**src/rtl/sign_ext_pkg.sv**
```systemverilog
// rtl/sign_ext_pkg.sv - shared opcodes, format enum and immediate field positions
//
// Purpose: constants and types shared by the sign-extension decode and
//          register stages.
// Contents:
//   OP_LDUR, OP_STUR : 11-bit D-format opcodes (instruction bits [31:21])
//   OP_CBZ           : 8-bit CB-format opcode (instruction bits [31:24])
//   fmt_t            : decoded instruction format
//   IMM9_*, IMM19_*  : immediate field positions inside the instruction word
package sign_ext_pkg;

    localparam logic [10:0] OP_LDUR = 11'h7C2;
    localparam logic [10:0] OP_STUR = 11'h7C0;
    localparam logic [7:0]  OP_CBZ  = 8'hB4;

    // Code 3 is reserved and never produced.
    typedef enum logic [1:0] {
        FMT_NONE = 2'd0,
        FMT_D    = 2'd1,
        FMT_CB   = 2'd2
    } fmt_t;

    localparam int D_OP_LSB  = 21;
    localparam int CB_OP_LSB = 24;

    localparam int IMM9_LSB  = 12;
    localparam int IMM9_W    = 9;
    localparam int IMM19_LSB = 5;
    localparam int IMM19_W   = 19;

endpackage

```
**src/rtl/sign_ext_if.sv**
```systemverilog
// rtl/sign_ext_if.sv - instruction-in / immediate-out bundle for sign_ext
//
// Purpose: groups the valid-qualified instruction input and the registered
//          immediate result.
// Signals:
//   in_valid  : a carries an instruction to convert this cycle
//   a         : 32-bit instruction word
//   out_valid : y/fmt hold a freshly converted result
//   y         : sign-extended immediate, Y_W bits
//   fmt       : decoded format (0 NONE, 1 D, 2 CB)
// Modports:
//   master : instruction source / result consumer
//   slave  : the sign-extension unit
interface sign_ext_if #(
    parameter int Y_W = 64
);

    logic           in_valid;
    logic [31:0]    a;
    logic           out_valid;
    logic [Y_W-1:0] y;
    logic [1:0]     fmt;

    modport master (
        output in_valid,
        output a,
        input  out_valid,
        input  y,
        input  fmt
    );

    modport slave (
        input  in_valid,
        input  a,
        output out_valid,
        output y,
        output fmt
    );

endinterface

```
**src/rtl/sign_ext_decode.sv**
```systemverilog
// rtl/sign_ext_decode.sv - combinational opcode decode and immediate sign extension
//
// Purpose: recognises LDUR/STUR (D format) and CBZ (CB format), extracts the
//          immediate and sign-extends it to Y_W bits. Anything else yields
//          FMT_NONE and a zero immediate.
// Ports:
//   a      : in,  32-bit instruction word
//   y_next : out, sign-extended immediate
//   fmt    : out, decoded format
module sign_ext_decode
    import sign_ext_pkg::*;
#(
    parameter int Y_W = 64
) (
    input  logic [31:0]    a,
    output logic [Y_W-1:0] y_next,
    output fmt_t           fmt
);

    logic [IMM9_W-1:0]  imm9;
    logic [IMM19_W-1:0] imm19;
    logic [10:0]        d_op;
    logic [7:0]         cb_op;

    // Register fields a[4:0] carry no immediate bits.
    logic unused_reg_bits;
    assign unused_reg_bits = ^a[IMM19_LSB-1:0];

    assign imm9  = a[IMM9_LSB  +: IMM9_W];
    assign imm19 = a[IMM19_LSB +: IMM19_W];
    assign d_op  = a[D_OP_LSB  +: 11];
    assign cb_op = a[CB_OP_LSB +: 8];

    // D is checked first; the opcode patterns are disjoint, so the order
    // only matters as a tie-break guarantee.
    always_comb begin
        y_next = '0;
        fmt    = FMT_NONE;
        if (d_op == OP_LDUR || d_op == OP_STUR) begin
            y_next = {{(Y_W-IMM9_W){imm9[IMM9_W-1]}}, imm9};
            fmt    = FMT_D;
        end else if (cb_op == OP_CBZ) begin
            y_next = {{(Y_W-IMM19_W){imm19[IMM19_W-1]}}, imm19};
            fmt    = FMT_CB;
        end
    end

endmodule

```
**src/rtl/sign_ext.sv**
```systemverilog
// rtl/sign_ext.sv - registered sign-extension unit for the decode stage
//
// Purpose: one-cycle-latency conversion of an instruction word into its
//          sign-extended immediate and decoded format. No backpressure: a new
//          instruction may be accepted every cycle.
// Ports:
//   clk   : system clock, rising edge
//   reset : synchronous active-low reset
//   bus   : sign_ext_if.slave (in_valid, a -> out_valid, y, fmt)
module sign_ext
    import sign_ext_pkg::*;
#(
    parameter int Y_W = 64
) (
    input  logic       clk,
    input  logic       reset,
    sign_ext_if.slave  bus
);

    logic [Y_W-1:0] y_next;
    fmt_t           fmt_next;

    sign_ext_decode #(
        .Y_W (Y_W)
    ) u_decode (
        .a      (bus.a),
        .y_next (y_next),
        .fmt    (fmt_next)
    );

    // y/fmt hold across idle cycles; only out_valid drops.
    always_ff @(posedge clk) begin
        if (!reset) begin
            bus.y         <= '0;
            bus.fmt       <= FMT_NONE;
            bus.out_valid <= 1'b0;
        end else if (bus.in_valid) begin
            bus.y         <= y_next;
            bus.fmt       <= fmt_next;
            bus.out_valid <= 1'b1;
        end else begin
            bus.out_valid <= 1'b0;
        end
    end

endmodule

```
**src/flat_wrapper.sv**
```systemverilog
// flat-port wrapper written by rule: the top's interface ports become plain ports
module sign_ext_flat import sign_ext_pkg::*;
#(
    parameter int Y_W = 64
)
  (clk, reset, bus_in_valid, bus_a, bus_out_valid, bus_y, bus_fmt);
  sign_ext_if #(.Y_W(Y_W)) bus_i ();
  input  logic clk;
  input  logic reset;
  input wire logic [$bits(bus_i.in_valid)-1:0] bus_in_valid;
  input wire logic [$bits(bus_i.a)-1:0] bus_a;
  output wire logic [$bits(bus_i.out_valid)-1:0] bus_out_valid;
  output wire logic [$bits(bus_i.y)-1:0] bus_y;
  output wire logic [$bits(bus_i.fmt)-1:0] bus_fmt;
  assign bus_i.in_valid = bus_in_valid;
  assign bus_i.a = bus_a;
  assign bus_out_valid = bus_i.out_valid;
  assign bus_y = bus_i.y;
  assign bus_fmt = bus_i.fmt;
  sign_ext #(.Y_W(Y_W)) u_core (.clk(clk), .reset(reset), .bus(bus_i));
endmodule
```
**config.mk**
```make
export PLATFORM = sky130hd
export DESIGN_NAME = sign_ext_flat
export DESIGN_NICKNAME = d
export VERILOG_FILES = /design/src/rtl/sign_ext_pkg.sv /design/src/rtl/sign_ext_if.sv /design/src/rtl/sign_ext_decode.sv /design/src/rtl/sign_ext.sv /design/src/flat_wrapper.sv
export SDC_FILE = /design/constraint.sdc
export NUM_CORES = 1
export LEC_CHECK = 0
export ABC_AREA = 0
export CORE_UTILIZATION = 34
export DETAILED_ROUTE_END_ITERATION = 8
export PLACE_DENSITY_LB_ADDON = 0.05
export REMOVE_ABC_BUFFERS = 1
export SLEW_MARGIN = 40
export SYNTH_ARGS = -nofsm -noshare
export SYNTH_HDL_FRONTEND = slang
export SYNTH_SLANG_ARGS = --single-unit
```
**constraint.sdc**
```tcl
create_clock -name clk -period 5.05 [get_ports clk]
set_clock_uncertainty 0.15 [all_clocks]
set_input_delay 0.7575 -clock clk [delete_from_list [all_inputs] [get_ports clk]]
set_output_delay 0.7575 -clock clk [all_outputs]
set_load 0.02 [all_outputs]
```
==> results.py <==
metrics = {
    "run_status": {
        "status": "complete, no violations",
    },
    "global_routing": {
        "grt_max_degree": 48,
        "grt_pass1_vias": 887,
        "grt_use_met2_pct": 23.8,
        "use_met3_pct": 6.09,
        "grt_pass1_wl_mm": 4.27,
        "grt_usage_pct": 15.5,
        "grt_antenna_before_repair": 0,
        "grt_use_met1_pct": 19.6,
        "busiest_layer": "met2",
        "overflow": 0,
    },
    "worst_setup_path": {
        "crit_family": "flip-flops",
        "worstSetupStartpointType": "flop",
        "crit_path_end_kind": "output port",
        "critPathRequiredTime_ns": 4.14,
        "path_class": "flop to output port",
        "slowest_delay_ns": 0.78,
        "crit_fanout": 47,
        "crit_chain": "clkdlybuf4s50_1",
        "path_buf_inv": 1,
        "critPathSlowestCell": "dfxtp_2",
        "worstPathArrival_ns": 1.84,
    },
    "placement": {
        "globalplace.congestion": 0.675,
        "dp_slack_ns": 2.25,
        "place_inst": 231,
        "port_buffers": 96,
        "dp_hpwl_mm": 2.14,
    },
    "power_and_ir_drop": {
        "leakagePower_uw": 0.000749,
        "power_uw": 344,
        "p_per_area_nw_per_um2": 180,
        "max-vdd-ir-drop_mv": 0.120,
    },
    "timing": {
        "worst_pin_slew_ns": 0.660,
        "tns_ns": 0,
        "max_freq_ghz": 0.364,
        "final.setup.worst_slack_ns": 2.30,
        "maxSlewViolCount": 0,
        "setup_viol": 0,
        "slew_headroom_pct": 56.0,
        "rsz0062_at_grt": "no",
        "fin_crit_sh_pct": 54.4,
        "post-route-min-period_ns": 2.75,
        "hold_viol": 0,
    },
    "floorplanning": {
        "die_h_um": 61.1,
        "ios": 102,
        "die-area_um2": 3730,
        "initial_core_util_pct": 35.6,
        "die_w_um": 61.1,
        "core_um2": 3340,
        "std_cell_rows": 21,
    },
    "clocking": {
        "cts_setup_buffers": 0,
        "path_clk_slew_ns": 0.12,
        "cts_hold_buf": 0,
        "clk_path_buf_depth": 2,
        "numCtsBuffers": 3,
        "clk_latency_ns": 0.30,
        "htree_levels": 1,
        "cts_tree": "yes",
        "clockRootBuffer": "clkbuf_4",
        "clock_sinks": 22,
        "cts_resized": 0,
    },
    "synthesis": {
        "synthTopCellsByArea": "dfxtp_1 37%, buf_4 28%, a22oi_1 12%",
        "ys_types": 23,
        "postSynthAreaPerCell_um2": 8.73,
        "syn_area_um2": 1190,
        "synthCells": 136,
        "synth_seq_cells": 22,
        "synth_top_area_share_pct": 37.1,
        "yosysWarnings": 0,
        "synth_area_leader_cell": "dfxtp_1",
        "ys_seq_area_share_pct": 37.1,
    },
    "route": {
        "firstDrtPassIters": 4,
        "drtIter0Drc": 29,
        "wl_per_cell_um": 12.3,
        "ant_nets": 0,
        "drc_errors": 0,
        "wl_mm": 2.88,
        "vias": 1040,
        "via_per_inst": 4.43,
    },
    "finish": {
        "final_core_utilization_pct": 57.3,
        "syn_to_final_growth_pct": 61.1,
        "drive_above_1_share_pct": 4.76,
        "stdcell_count": 235,
        "diodes": 0,
        "fillers": 301,
        "nets": 225,
        "mostFrequentLayoutCell": "clkdlybuf4s50_1",
        "final_cell_mix": "96 x clkdlybuf4s50_1, 21 x dfxtp_1, 19 x a22oi_1, 13 x nand2_1, 9 x inv_1",
    },
    "worst_hold_path": {
        "hold_path.class": "flop to flop",
    },
    "flow_run": {
        "maxCapViolCount": 0,
    },
}
## power breakdown
| group | switching (uW) | total, uW | internal [uW] |
|---|---|---|---|
| registers | 0.303 | 174 | 174 |
| clock network | 52.2 | 132 | 80.2 |
| logic | 12.6 | 37.2 | 24.5 |
## routing by layer
layer,up-vias,routed length (um)
met1,459,1210
met2,62,1340
met4,0,0
met5,-,0
li1,519,-
met3,0,337
## state kept, by name, summed over array words and instances, names as in the netlist
register and count:
u_core.bus.fmt 2, u_core.bus.out_valid 1, u_core.bus.y 19
## worst paths after layout
kind / start / end / slack [ns] / cells past startpoint
min: u_core.bus.y[11] / u_core.bus.y[11] / 0.34 / 2
min reg2reg: u_core.bus.y[11] / u_core.bus.y[11] / 0.34 / 2
max: u_core.bus.y[62] / bus_y[37] / 2.30 / 1
max reg2reg: u_core.bus.y[62] / u_core.bus.y[62] / 3.82 / 2
## Yosys cell counts
cell type and instances:
clkbuf_1 2, buf_6 1, nand2b_2 1, nand2_1 13, nand4_1 1, inv_1 9, buf_2 1, buf_4 45
and2_1 1, nor4_4 1, a21oi_1 1, nand2b_1 1, and2b_1 1, nand3_1 1, o21ai_0 8, a22oi_1 19
dfxtp_1 22, nor2b_1 3, a32oi_1 1, nor4_1 1, nor2_1 1, nand4bb_1 1, nor3_1 1
## worst register-to-register path: stages, from the launching register on
cell	delay [ns]
dfxtp_2	0.78
a22oi_1	0.15
nand2_1	0.10
## cell families (layout without fill, tap and decap cells)
group	count (synthesis)	count (layout)	synth area share, %
compound gates	29	29	16.5
flops	22	22	37.1
buf+inv	58	111	33.3
simple gates	27	27	13.1
## final cells by class
type | instances | area (um2) | area share, %
clock buffer | 3 | 22.5 | 1.18
clock inverter | 1 | 30.0 | 1.57
inverter | 9 | 33.8 | 1.77
multi-input combinational | 56 | 352 | 18.4
sequential | 22 | 442 | 23.1
tap | 46 | 57.6 | 3.01
timing repair buffer | 98 | 976 | 51.0
## metrics by stage
step / instance area [um2] / hold slack [ns]
after floorplan: 826 / 0.445
after global placement: 1850 / 0.309
after detailed placement: 1860 / 0.316
after CTS: 1910 / 0.348
after global routing: 1910 / 0.374
final: 1910 / 0.341
No activity file was read; power rests on OpenSTA's default activity.
